<file path="src/rtl/ftoi_pipe.sv">
// ftoi_pipe: three-stage pipelined IEEE-754 single-precision to integer converter.
// Four rounding modes, signed/unsigned targets, saturation with inexact/invalid
// flags, and an opaque tag carried alongside each operation.
//
// Ports:
//   clk, rst            clock, synchronous active-high reset
//   in_valid/in_ready   operand handshake (in_ready is combinational: adv)
//   in_x                IEEE-754 single operand
//   in_rm               00 RTZ, 01 floor, 10 ceil, 11 nearest-even
//   in_uns              1 = unsigned target, 0 = signed target
//   in_tag              opaque tag, returned unchanged on out_tag
//   out_valid/out_ready result handshake
//   out_y               converted integer (W bits)
//   out_nx, out_nv      inexact, invalid (NaN/Inf/out of range)
module ftoi_pipe #(
  parameter int unsigned W     = 32,
  parameter int unsigned TAG_W = 5
) (
  input  logic             clk,
  input  logic             rst,
  input  logic             in_valid,
  output logic             in_ready,
  input  logic [31:0]      in_x,
  input  logic [1:0]       in_rm,
  input  logic             in_uns,
  input  logic [TAG_W-1:0] in_tag,
  output logic             out_valid,
  input  logic             out_ready,
  output logic [W-1:0]     out_y,
  output logic [TAG_W-1:0] out_tag,
  output logic             out_nx,
  output logic             out_nv
);

  // Shift amount is e-126 (unbiased exponent + 1 for the guard position), 0..W.
  localparam int unsigned SHW    = $clog2(W + 2);
  // Fixed-point view of the magnitude: W integer bits over 24 fraction bits.
  localparam int unsigned VW     = W + 24;
  localparam int unsigned E_LO   = 126;
  // Exponents at or above this give |x| >= 2^W (shift >= W+1).
  localparam int unsigned E_BIG  = 127 + W;

  localparam logic [1:0] RM_RTZ = 2'b00;
  localparam logic [1:0] RM_RDN = 2'b01;
  localparam logic [1:0] RM_RUP = 2'b10;
  localparam logic [1:0] RM_RNE = 2'b11;

  localparam logic [W-1:0] SMAX = {1'b0, {(W-1){1'b1}}};
  localparam logic [W-1:0] SMIN = {1'b1, {(W-1){1'b0}}};
  localparam logic [W-1:0] UMAX = {W{1'b1}};

  // Global advance: every stage moves together or holds together.
  logic adv;
  assign adv      = !out_valid || out_ready;
  assign in_ready = adv;

  // ---------------- S1: decode and classify ----------------
  logic [7:0]       d_e;
  logic [22:0]      d_m;
  assign d_e = in_x[30:23];
  assign d_m = in_x[22:0];

  logic             s1_v, s1_s, s1_zero, s1_nan, s1_inf, s1_tiny, s1_big, s1_uns;
  logic [22:0]      s1_m;
  logic [SHW-1:0]   s1_sh;
  logic [1:0]       s1_rm;
  logic [TAG_W-1:0] s1_tag;

  always_ff @(posedge clk) begin
    if (rst) begin
      s1_v <= 1'b0;
    end else if (adv) begin
      s1_v    <= in_valid;
      s1_s    <= in_x[31];
      s1_m    <= d_m;
      s1_zero <= (d_e == 8'd0);
      s1_nan  <= (d_e == 8'hFF) && (d_m != 23'd0);
      s1_inf  <= (d_e == 8'hFF) && (d_m == 23'd0);
      s1_tiny <= (d_e < 8'(E_LO));
      s1_big  <= ({1'b0, d_e} >= 9'(E_BIG));
      s1_sh   <= SHW'(d_e - 8'(E_LO));
      s1_rm   <= in_rm;
      s1_uns  <= in_uns;
      s1_tag  <= in_tag;
    end
  end

  // ---------------- S2: align into integer part + guard + sticky ----------------
  logic [VW-1:0] sv;
  assign sv = VW'({1'b1, s1_m}) << s1_sh;

  logic             s2_v, s2_s, s2_g, s2_st, s2_zero, s2_nan, s2_ovf, s2_uns;
  logic [W-1:0]     s2_ip;
  logic [1:0]       s2_rm;
  logic [TAG_W-1:0] s2_tag;

  always_ff @(posedge clk) begin
    if (rst) begin
      s2_v <= 1'b0;
    end else if (adv) begin
      s2_v    <= s1_v;
      s2_s    <= s1_s;
      s2_zero <= s1_zero;
      s2_nan  <= s1_nan;
      s2_ovf  <= s1_inf || s1_big;
      s2_rm   <= s1_rm;
      s2_uns  <= s1_uns;
      s2_tag  <= s1_tag;
      if (s1_tiny) begin
        // |x| < 0.5: only sticky survives.
        s2_ip <= '0;
        s2_g  <= 1'b0;
        s2_st <= 1'b1;
      end else begin
        s2_ip <= sv[VW-1:24];
        s2_g  <= sv[23];
        s2_st <= |sv[22:0];
      end
    end
  end

  // ---------------- S3: round, negate, saturate ----------------
  logic           inc;
  logic [W:0]     mag;
  logic           lost;
  logic [W-1:0]   y_c;
  logic           nx_c, nv_c;

  assign lost = s2_g | s2_st;

  // Rounding increment on the magnitude.
  always_comb begin
    inc = 1'b0;
    case (s2_rm)
      RM_RTZ:  inc = 1'b0;
      RM_RDN:  inc = s2_s & lost;
      RM_RUP:  inc = ~s2_s & lost;
      RM_RNE:  inc = s2_g & (s2_st | s2_ip[0]);
      default: inc = 1'b0;
    endcase
  end

  // Extra top bit catches a rounding carry out of the W-bit magnitude.
  assign mag = {1'b0, s2_ip} + (W+1)'(inc);

  always_comb begin
    y_c  = '0;
    nx_c = 1'b0;
    nv_c = 1'b0;
    if (!s2_zero) begin
      if (s2_nan) begin
        y_c  = s2_uns ? UMAX : SMAX;
        nv_c = 1'b1;
      end else if (s2_ovf || mag[W]) begin
        nv_c = 1'b1;
        if (s2_s) y_c = s2_uns ? '0 : SMIN;
        else      y_c = s2_uns ? UMAX : SMAX;
      end else if (s2_uns) begin
        if (!s2_s) begin
          y_c  = mag[W-1:0];
          nx_c = lost;
        end else if (mag[W-1:0] == '0) begin
          nx_c = lost;
        end else begin
          nv_c = 1'b1;
        end
      end else if (!s2_s) begin
        if (mag[W-1:0] > SMAX) begin
          y_c  = SMAX;
          nv_c = 1'b1;
        end else begin
          y_c  = mag[W-1:0];
          nx_c = lost;
        end
      end else begin
        if (mag[W-1:0] > SMIN) begin
          y_c  = SMIN;
          nv_c = 1'b1;
        end else begin
          y_c  = W'(~mag[W-1:0] + W'(1));
          nx_c = lost;
        end
      end
    end
  end

  always_ff @(posedge clk) begin
    if (rst) begin
      out_valid <= 1'b0;
      out_y     <= '0;
      out_tag   <= '0;
      out_nx    <= 1'b0;
      out_nv    <= 1'b0;
    end else if (adv) begin
      out_valid <= s2_v;
      out_y     <= y_c;
      out_tag   <= s2_tag;
      out_nx    <= nx_c;
      out_nv    <= nv_c;
    end
  end

endmodule

</file>
<file path="config.mk">
export PLATFORM = sky130hd
export DESIGN_NAME = ftoi_pipe
export DESIGN_NICKNAME = d
export VERILOG_FILES = /design/src/rtl/ftoi_pipe.sv
export SDC_FILE = /design/constraint.sdc
export NUM_CORES = 1
export LEC_CHECK = 0
export CORE_ASPECT_RATIO = 1.2
export CORE_UTILIZATION = 58
export CTS_CLUSTER_SIZE = 8
export DETAILED_ROUTE_END_ITERATION = 7
export MAX_ROUTING_LAYER = met4
export PLACE_DENSITY = 0.81
export SETUP_SLACK_MARGIN = 0.2
export SLEW_MARGIN = 20
export SYNTH_ARGS = -nofsm -noshare
export SYNTH_HDL_FRONTEND = slang
export SYNTH_SLANG_ARGS = --single-unit
</file>
<file path="constraint.sdc">
create_clock -name clk -period 7.63 [get_ports clk]
set_input_delay 1.526 -clock clk [delete_from_list [all_inputs] [get_ports clk]]
set_output_delay 1.526 -clock clk [all_outputs]
set_load 0.05 [all_outputs]
</file>
==> results.toml <==
[outcome]
outcome = "completed"

[sta]
hold_ws_ps = 420
fmax_ghz = 0.190
report.final.slew_viol_count = 0
hold_violations = 0
worst_pin_slew_ps = 960
rsz0062_at_grt = "false"
tns_ps = 0
skew_ps = 10.5
slew_headroom_pct = 35.3
period_needed_ps = 5270
finalSetupViolations = 0
min_period_over_period_pct = 69.0

[route]
ant_nets = 0
routedWlPerCell_um = 20.5
num_vias = 7742
viasPerCell = 6.41
drc = 0
drt-pass1-iter-count = 5
wl_um = 24700
initialDrtViolationCount = 606

[hold_path]
hp-class = "flop to flop"
min_from = "s1_tag[2]"
whs_path_depth = 0

[critical_path]
worst_setup_path_end_kind = "flop"
cp-start-kind = "flop"
setup.worst_path.start = "s2_s"
setup.worst_path.class = "flop to flop"
rr_worst_depth = 15
cp.required_ps = 7980
path_max_fanout = 39
r2r_start = "s2_s"
cp.arrival_ps = 5620

[global_route]
grt_pass1_wl_um = 39200
grt_max_degree = 90
grt_pass1_vias = 7442
globalRouteOverflowTotal = 0
track_usage_pct = 34.4
antenna_found_initial = 0

[synth]
synth_area_sq_um = 8680
yosysTopAreaCell = "edfxtp_1"
yosys_warnings = 0
synth_top_area_share_pct = 30.8
synth_area_leaders = "edfxtp_1, dfxtp_1, nand2_1"
synth-seq-cells = 131
synth_common_cells = "nand2_1, edfxtp_1, nor2_1, a21oi_1"
synthArstFlopShare_pct = 0
synthDistinctLibCells = 84
synth_edf_count = 89
synth_most_common_cell = "nand2_1"
yosysSeqAreaShare_pct = 40.5
ys.flop_type = "edfxtp_1"
syn_inst = 945
syn_avg_cell_area_sq_um = 9.19
synthesis.nets = 997

[die]
io_pins = 85
dieWidth_um = 114
rows = 48
core_area_sq_um = 14500
dieHeight_um = 136
start_util_pct = 60.0
dieArea_sq_um = 15500

[placed_design]
io_buffers = 84
gp_congestion = 1.01
hpwlAfterDp_um = 18700

[layout]
drive_above_1_share_pct = 10.1
n_antenna_cell = 0
finalNetCount = 1046
fillerInstances = 1155
area_delta_synth_final_pct = 17.1

[run]
maxCapViolCount = 0

[clock_tree]
cts_sinks = 131
cts_buffers = 17
cts.path.max_buffers = 2
postCtsSetupBuffers = 0
ctsHtreeMaxLevel = 4
hold_buffers = 0
clk_latency_ps = 430
path_clk_slew_ps = 70
root_buffer = "clkbuf_16"
post_cts_resized = 0
cts_tree = "done"

[power_and_ir_drop]
seq_power_share_pct = 40.8
p_leak_nw = 3.55
swShare_pct = 33.2
peakVddDrop_uv = 142
p_int_mw = 1.42
power_density_nw_per_um2 = 209
switchingPower_uw = 706
p_comb_share_pct = 20.8
pwr-share-clk_pct = 38.4
[logic make-up after synthesis]
family                     share of synthesized area (%)
adders and majority gates                           1.15
and+or+nand+nor                                     21.3
xor gates and xnor gates                            5.04
DFF                                                 40.5
muxes                                               8.50
AOI/OAI and AO/OA                                   19.2
buffers and inverters                               4.38
[cell type report]
class / count / area (sq um) / area share (%)
Timing Repair Buffer: 94 / 920 / 9.05
Tap cell: 200 / 250 / 2.46
Clock buffer: 17 / 425 / 4.19
Multi-Input combinational cell: 729 / 4800 / 47.2
Inverter: 21 / 78.8 / 0.776
Sequential cell: 131 / 3510 / 34.6
Clock inverter: 15 / 176 / 1.74
[registers in the layout (all words and copies together), names as in the netlist, 2 cells and up]
register and cells:
s1_m 23, out_tag 5, s1_rm 2, s2_tag 5, s2_ip 32, s1_tag 5
s2_rm 2, out_y 32, s1_sh 6
[through the flow]
step | total power [mW] | std cells | utilization, % | worst slack (ps) | instance area, sq um
finish | 2.13 | 1207 | 70.2 | 2360 | 10200
global route | 2.20 | 1207 | 70.2 | 1990 | 10200
CTS | 2.12 | 1207 | 70.2 | 2450 | 10200
detailed placement | 1.31 | 1175 | 66.0 | 2510 | 9560
global placement | 1.31 | 1175 | 66.0 | 2580 | 9560
floorplan | 1.17 | 945 | - | 1430 | 8680
[path summary, 6_finish.rpt]
path          endpoint  slack, ps
min          s2_tag[2]        420
max reg2reg   out_y[5]       2360
min reg2reg  s2_tag[2]        420
max           out_y[5]       2360
[cells in the final DEF (no fill, tap or decap), types with 13 or more instances in the layout]
cell type,netlist,final
a211oi_1,22,22
a21oi_1,66,66
nor4_1,15,15
o21ai_0,39,39
nand4_1,16,16
dfxtp_1,42,42
nand3_1,42,42
mux2i_1,31,31
nand2_1,112,112
clkbuf_16,0,17
inv_1,18,18
nor3_1,27,27
xor2_1,22,22
nor2_1,87,85
edfxtp_1,89,89
xnor2_1,28,28
mux4_2,13,13
clkdlybuf4s50_1,0,84
[routing by layer]
| layer | vias to the layer above | GRT usage, % | share of wire (%) |
|---|---|---|---|
| li1 | 3657 | - | - |
| met1 | 3596 | 36.0 | 37 |
| met2 | 375 | 59.7 | 52 |
| met3 | 114 | 5.62 | 5.2 |
| met4 | 0 | 23.0 | 6.6 |
| met5 | - | - | 0 |
[critical path, cell delays in order, from the launching register on]
cell and delay (ps):
edfxtp_1 320, buf_4 370, xnor2_1 140, nor2_1 130, nand2_1 60, a21oi_1 340, ha_1 440, and4_1 580
nand3_1 280, nor3_1 390, xnor2_1 230, nand3_1 310, nor3_2 390, a21oi_1 360, or3_4 610, o211ai_1 210
[power groups by stage]
stage / clock (mW) / combinational (mW) / sequential, mW
floorplan: 0 / 0.258 / 0.914
global placement: 0 / 0.430 / 0.879
detailed placement: 0 / 0.433 / 0.881
CTS: 0.821 / 0.435 / 0.866
global route: 0.854 / 0.472 / 0.873
finish: 0.817 / 0.442 / 0.868
Power figures use the tool's default switching activity.
